--- src/rtl/attenuator_scheduler_if.sv ---
// Frame-level bus of the attenuator scheduler: strobe, packed samples/gains in,
// packed scaled samples and status out.
interface attenuator_scheduler_if #(
    parameter int BITSIZE  = 16,
    parameter int CHANNELS = 4
);
    logic                         sample_strobe;
    logic [CHANNELS*BITSIZE-1:0]  in_data;
    logic [CHANNELS*BITSIZE-1:0]  target_att;
    logic [CHANNELS*BITSIZE-1:0]  out_data;
    logic                         out_valid;
    logic                         busy;
    logic                         overrun;

    modport master (
        output sample_strobe, in_data, target_att,
        input  out_data, out_valid, busy, overrun
    );

    modport slave (
        input  sample_strobe, in_data, target_att,
        output out_data, out_valid, busy, overrun
    );
endinterface

--- src/rtl/attenuator_scheduler.sv ---
// Shares one signed multiplier across all channels, ramping each channel's gain toward
// its target by at most RAMP_STEP per frame and publishing all channels together.
//
// state | meaning
// IDLE  | waiting for sample_strobe; out_data holds the last frame
// RUN   | issuing one channel per cycle to the multiplier, updating its gain
// DONE  | phase 0: last product lands in shadow; phase 1: shadow -> out_data
module attenuator_scheduler #(
    parameter int BITSIZE   = 16,
    parameter int CHANNELS  = 4,
    parameter int RAMP_STEP = 64
) (
    input  logic                   clk,
    input  logic                   rst,
    attenuator_scheduler_if.slave  bus
);
    localparam int B     = BITSIZE;
    localparam int W     = BITSIZE * CHANNELS;
    localparam int IDX_W = (CHANNELS > 1) ? $clog2(CHANNELS) : 1;

    typedef enum logic [1:0] {IDLE, RUN, DONE} state_t;

    state_t                 state_q;
    logic [IDX_W-1:0]       idx_q;
    logic [IDX_W-1:0]       prod_idx_q;
    logic                   prod_vld_q;
    logic                   done_ph_q;
    logic                   out_valid_q;
    logic                   overrun_q;
    logic [W-1:0]           in_lat_q;
    logic [W-1:0]           tgt_lat_q;
    logic [W-1:0]           out_data_q;
    logic signed [2*B-1:0]  prod_q;
    logic signed [B-1:0]    cur_att_q [CHANNELS];
    logic signed [B-1:0]    shadow_q  [CHANNELS];

    logic signed [2*B-1:0]  prod_d;
    logic signed [B-1:0]    gain_d;
    logic signed [B-1:0]    samp_sel;
    logic signed [B-1:0]    gain_sel;
    logic signed [B-1:0]    tgt_sel;
    logic [W-1:0]           shadow_flat;

    // Difference taken one bit wider so the step never wraps or overshoots the target.
    function automatic logic signed [B-1:0] ramp(input logic signed [B-1:0] cur,
                                                 input logic signed [B-1:0] tgt);
        logic signed [B:0] cur_w;
        logic signed [B:0] tgt_w;
        logic signed [B:0] step;
        logic signed [B:0] d;
        logic signed [B:0] nxt;
        cur_w = {cur[B-1], cur};
        tgt_w = {tgt[B-1], tgt};
        step  = (B+1)'(RAMP_STEP);
        d     = tgt_w - cur_w;
        if (d > step) begin
            nxt = cur_w + step;
        end else if (d < -step) begin
            nxt = cur_w - step;
        end else begin
            nxt = tgt_w;
        end
        return nxt[B-1:0];
    endfunction

    always_comb begin
        samp_sel = in_lat_q[int'(idx_q)*B +: B];
        tgt_sel  = tgt_lat_q[int'(idx_q)*B +: B];
        gain_sel = cur_att_q[idx_q];
        prod_d   = samp_sel * gain_sel;
        gain_d   = ramp(gain_sel, tgt_sel);
        shadow_flat = '0;
        for (int k = 0; k < CHANNELS; k++) begin
            shadow_flat[k*B +: B] = shadow_q[k];
        end
    end

    always_ff @(posedge clk or posedge rst) begin
        if (rst) begin
            state_q     <= IDLE;
            idx_q       <= '0;
            prod_idx_q  <= '0;
            prod_vld_q  <= 1'b0;
            done_ph_q   <= 1'b0;
            out_valid_q <= 1'b0;
            overrun_q   <= 1'b0;
            in_lat_q    <= '0;
            tgt_lat_q   <= '0;
            out_data_q  <= '0;
            prod_q      <= '0;
            for (int k = 0; k < CHANNELS; k++) begin
                cur_att_q[k] <= '0;
                shadow_q[k]  <= '0;
            end
        end else begin
            out_valid_q <= 1'b0;
            prod_vld_q  <= 1'b0;

            if (prod_vld_q) begin
                shadow_q[prod_idx_q] <= prod_q[2*B-2 -: B];
            end

            if (bus.sample_strobe && (state_q != IDLE)) begin
                overrun_q <= 1'b1;
            end

            case (state_q)
                IDLE: begin
                    done_ph_q <= 1'b0;
                    if (bus.sample_strobe) begin
                        in_lat_q  <= bus.in_data;
                        tgt_lat_q <= bus.target_att;
                        idx_q     <= '0;
                        state_q   <= RUN;
                    end
                end
                RUN: begin
                    prod_q            <= prod_d;
                    prod_idx_q        <= idx_q;
                    prod_vld_q        <= 1'b1;
                    cur_att_q[idx_q]  <= gain_d;
                    if (idx_q == IDX_W'(CHANNELS - 1)) begin
                        state_q   <= DONE;
                        done_ph_q <= 1'b0;
                    end else begin
                        idx_q <= idx_q + 1'b1;
                    end
                end
                DONE: begin
                    if (!done_ph_q) begin
                        done_ph_q <= 1'b1;
                    end else begin
                        out_data_q  <= shadow_flat;
                        out_valid_q <= 1'b1;
                        done_ph_q   <= 1'b0;
                        state_q     <= IDLE;
                    end
                end
                default: state_q <= IDLE;
            endcase
        end
    end

    assign bus.out_data  = out_data_q;
    assign bus.out_valid = out_valid_q;
    assign bus.busy      = (state_q != IDLE);
    assign bus.overrun   = overrun_q;
endmodule
--- src/flat_wrapper.sv ---
// flat-port wrapper written by rule: the top's interface ports become plain ports
module attenuator_scheduler_flat 
#(
    parameter int BITSIZE   = 16,
    parameter int CHANNELS  = 4,
    parameter int RAMP_STEP = 64
)
  (clk, rst, bus_sample_strobe, bus_in_data, bus_target_att, bus_out_data, bus_out_valid, bus_busy, bus_overrun);
  attenuator_scheduler_if #(.BITSIZE(BITSIZE), .CHANNELS(CHANNELS)) bus_i ();
  input  logic clk;
  input  logic rst;
  input wire logic [$bits(bus_i.sample_strobe)-1:0] bus_sample_strobe;
  input wire logic [$bits(bus_i.in_data)-1:0] bus_in_data;
  input wire logic [$bits(bus_i.target_att)-1:0] bus_target_att;
  output wire logic [$bits(bus_i.out_data)-1:0] bus_out_data;
  output wire logic [$bits(bus_i.out_valid)-1:0] bus_out_valid;
  output wire logic [$bits(bus_i.busy)-1:0] bus_busy;
  output wire logic [$bits(bus_i.overrun)-1:0] bus_overrun;
  assign bus_i.sample_strobe = bus_sample_strobe;
  assign bus_i.in_data = bus_in_data;
  assign bus_i.target_att = bus_target_att;
  assign bus_out_data = bus_i.out_data;
  assign bus_out_valid = bus_i.out_valid;
  assign bus_busy = bus_i.busy;
  assign bus_overrun = bus_i.overrun;
  attenuator_scheduler #(.BITSIZE(BITSIZE), .CHANNELS(CHANNELS), .RAMP_STEP(RAMP_STEP)) u_core (.clk(clk), .rst(rst), .bus(bus_i));
endmodule
--- config.mk ---
export PLATFORM = sky130hd
export DESIGN_NAME = attenuator_scheduler_flat
export DESIGN_NICKNAME = d
export VERILOG_FILES = /design/src/rtl/attenuator_scheduler_if.sv /design/src/rtl/attenuator_scheduler.sv /design/src/flat_wrapper.sv
export SDC_FILE = /design/constraint.sdc
export NUM_CORES = 2
export LEC_CHECK = 0
export CORE_MARGIN = 1.5
export CORE_UTILIZATION = 45
export DETAILED_ROUTE_END_ITERATION = 16
export PLACE_DENSITY_LB_ADDON = 0.2
export SLEW_MARGIN = 25
export SYNTH_ARGS = -nofsm -noshare
export SYNTH_HDL_FRONTEND = slang
export SYNTH_SLANG_ARGS = --single-unit
--- constraint.sdc ---
create_clock -name clk -period 23.9 [get_ports clk]
set_input_delay 2.39 -clock clk [delete_from_list [all_inputs] [get_ports clk]]
set_output_delay 2.39 -clock clk [all_outputs]
set_load 0.05 [all_outputs]
==> reports/metrics.yaml <==
postSynthCellCount: 2358
drive_above_1_share_pct: 14.1
overflow: 0
end_kind: "flip-flop"
slew_headroom_pct: 30.1
synth_top_area_share_pct: 34.7
setup-violations-final: 0
yosys.area.top_type: "dfrtp_1"
setup_tns_ns: 0
rsz0062_at_grt: "false"
worstHoldStart: "u_core.shadow_flat[18]"
cts_tree: "done"
worst_slew_pin_slew_ns: 1.05
ys_top_cells_by_area: "dfrtp_1, fa_1, mux2_2"
clkLatencyLatePin_ns: 0.55
required_ns: 24.33
vias_per_cell: 5.29
synth_warnings: 0
reg2reg_depth: 24
hold_class: "flip-flop to flip-flop"
drt-initial-drc-count: 1246
critPathArrivalTime_ns: 8.86
cts_setup_buffers: 0
dp_hpwl_um: 46400
syn_area_sq_um: 25000
die-area_sq_um: 56900
skew_ns: 0.0336
synth_cell_types: 70
startpoint_type: "flip-flop"
rows: 86
ios: 198
grtUsageTotal_pct: 22.5
wl_per_cell_um: 18.8
synth_edf_count: 0
timing.rr.start: "u_core.idx_q[1]"
nNetsFinal: 2992
ant_nets: 0
crit_fanout: 48
postCtsHoldBufs: 0
synth_commonest_cells: "nand2_1, dfrtp_1, inv_1"
period_share_pct: 35.3
slew_viol_final: 0
clk_pin_slew_ns: 0.07
area_growth_pct: 15.2
start_util_pct: 45.4
period_needed_ns: 8.43
synth_area_per_cell_sq_um: 10.6
synth-async-reset-ratio_pct: 100
clockBufferDepth: 3
antenna_cells: 0
num_vias: 17400
numCtsBuffers: 38
fmax_ghz: 0.119
dieWidth_um: 239
coreArea_sq_um: 55000
grt_pass1_vias: 18400
gp_congestion: 0.910
routed_wl_um: 61500
clock-sinks: 346
root_buffer: "clkbuf_16"
yosysSeqAreaShare_pct: 34.7
critical_path_class: "flip-flop to flip-flop"
antenna_found_initial: 2
critPathLaunch: "u_core.idx_q[1]"
cap_violations: 0
first_pass_iters: 5
status: "complete, no violations"
synthesis.nets: 2844
num-fill-cells: 4923
portBuffers: 197
post_cts_resize_count: 0
grt_max_degree: 121
holdPathEnd: "u_core.bus.out_data[18]"
hold_violations: 0
ff2ff_setup_slack_ns: 15.47
ys_ff_latch: 346
reg2reg_to: "u_core.prod_q[23]"
fp.dieH_um: 239
drc: 0
synth.most_common_cell: "nand2_1"
htreeDepth: 2
hold_depth: 2
grt_first_pass_wirelength_um: 101000
yosys_most_used_dff: "dfrtp_1"
==> how the worst max path moves through the flow <==
| stage | to | slack, ns | depth (start not counted) |
|---|---|---|---|
| after floorplan | u_core.bus.out_data[0] | 11.92 | 1 |
| after global placement | u_core.prod_q[30] | 15.73 | 25 |
| after detailed placement | u_core.prod_q[23] | 15.45 | 24 |
| after CTS | u_core.prod_q[23] | 15.44 | 24 |
| after global routing | u_core.prod_q[23] | 14.96 | 24 |
| final | u_core.prod_q[23] | 15.47 | 24 |
==> kinds of logic (layout without fill, tap and decap cells) <==
logic type                 Yosys count  count (layout)  synth area share (%)
DFF                                346             346                  34.7
adders and majority gates          355             355                  25.5
xor gates and xnor gates            55              55                  1.93
and+or+nand+nor                    712             712                  12.4
buffers and inverters              414             587                  6.37
muxes                              266             266                  13.2
AOI/OAI and AO/OA                  210             210                  5.86
==> state kept, by name, indices dropped and copies added (netlist names) <==
| register | cells |
|---|---|
| u_core.idx_q | 2 |
| u_core.bus.overrun | 1 |
| u_core.shadow_flat | 64 |
| u_core.bus.out_data | 64 |
| u_core.prod_vld_q | 1 |
| u_core.prod_idx_q | 2 |
| u_core.cur_att_q | 64 |
| u_core.state_q | 2 |
| u_core.tgt_lat_q | 64 |
| u_core.done_ph_q | 1 |
| u_core.in_lat_q | 64 |
| u_core.bus.out_valid | 1 |
| u_core.prod_q | 16 |
==> metrics by stage <==
stage	instances	hold WS [ns]	area (sq um)	setup WS, ns	utilization, %
2_1_floorplan	2358	0.433	25000	11.92	-
3_3_place_gp	3214	0.442	27600	15.73	50.2
3_5_place_dp	3214	0.444	27600	15.45	50.2
4_1_cts	3279	0.460	28800	15.44	52.3
5_1_grt	3279	0.479	28800	14.96	52.3
6_report	3279	0.462	28800	15.47	52.3
==> critical path: stages (launching register included) <==
cell       delay, ns
dfrtp_4         0.73
buf_4           0.72
mux2_2          0.43
o21ai_1         0.77
nor2_1          0.15
fa_1            0.57
inv_1           0.05
fa_1            0.53
inv_1           0.05
ha_1            0.21
fa_1            0.54
inv_1           0.05
fa_1            0.47
fa_1            0.55
inv_1           0.04
ha_1            0.29
a21oi_1         0.08
o21ai_0         0.18
o211ai_1        0.19
a2111oi_2       0.74
o21ai_0         0.28
a21boi_1        0.28
a21oi_1         0.12
xor2_1          0.16
o21ai_1         0.07
==> cell type report <==
class                           instances  area (sq um)  area share [%]
Clock buffer                           53          1090            3.78
Clock inverter                         12          71.3           0.248
Inverter                              307          1160            4.04
Multi-Input combinational cell       1598         14700            51.2
Sequential cell                       346          8660            30.1
Tap cell                              748           936            3.25
Timing Repair Buffer                  215          2110            7.35
==> cells in the final DEF (no fill, tap or decap), types with 23 or more instances in the layout <==
master / Yosys / routed
nand2_1: 431 / 429
dfrtp_1: 346 / 344
inv_1: 301 / 299
fa_1: 256 / 256
mux2_2: 212 / 212
clkdlybuf4s50_1: 0 / 197
nor2_1: 122 / 121
ha_1: 99 / 99
xnor2_1: 40 / 40
clkbuf_16: 0 / 39
o21ai_0: 35 / 33
o21ai_1: 29 / 31
o31ai_1: 31 / 31
mux4_2: 30 / 30
and2_1: 27 / 27
nand4_1: 24 / 24
mux2i_1: 23 / 23
==> metal layers <==
layer | wire length (um) | up-vias | part of all wire, % | track usage (%)
met5 | 23 | - | 0.037 | 0
met1 | 28400 | 8785 | 46 | 31.8
met2 | 27900 | 543 | 45 | 35.8
met4 | 1300 | 4 | 2.1 | 5.83
li1 | - | 7932 | - | -
met3 | 3920 | 87 | 6.4 | 4.12
Power is left out: the tool's default activity adds up to more than one toggle a clock period on the data nets, which glitch-free logic cannot reach.
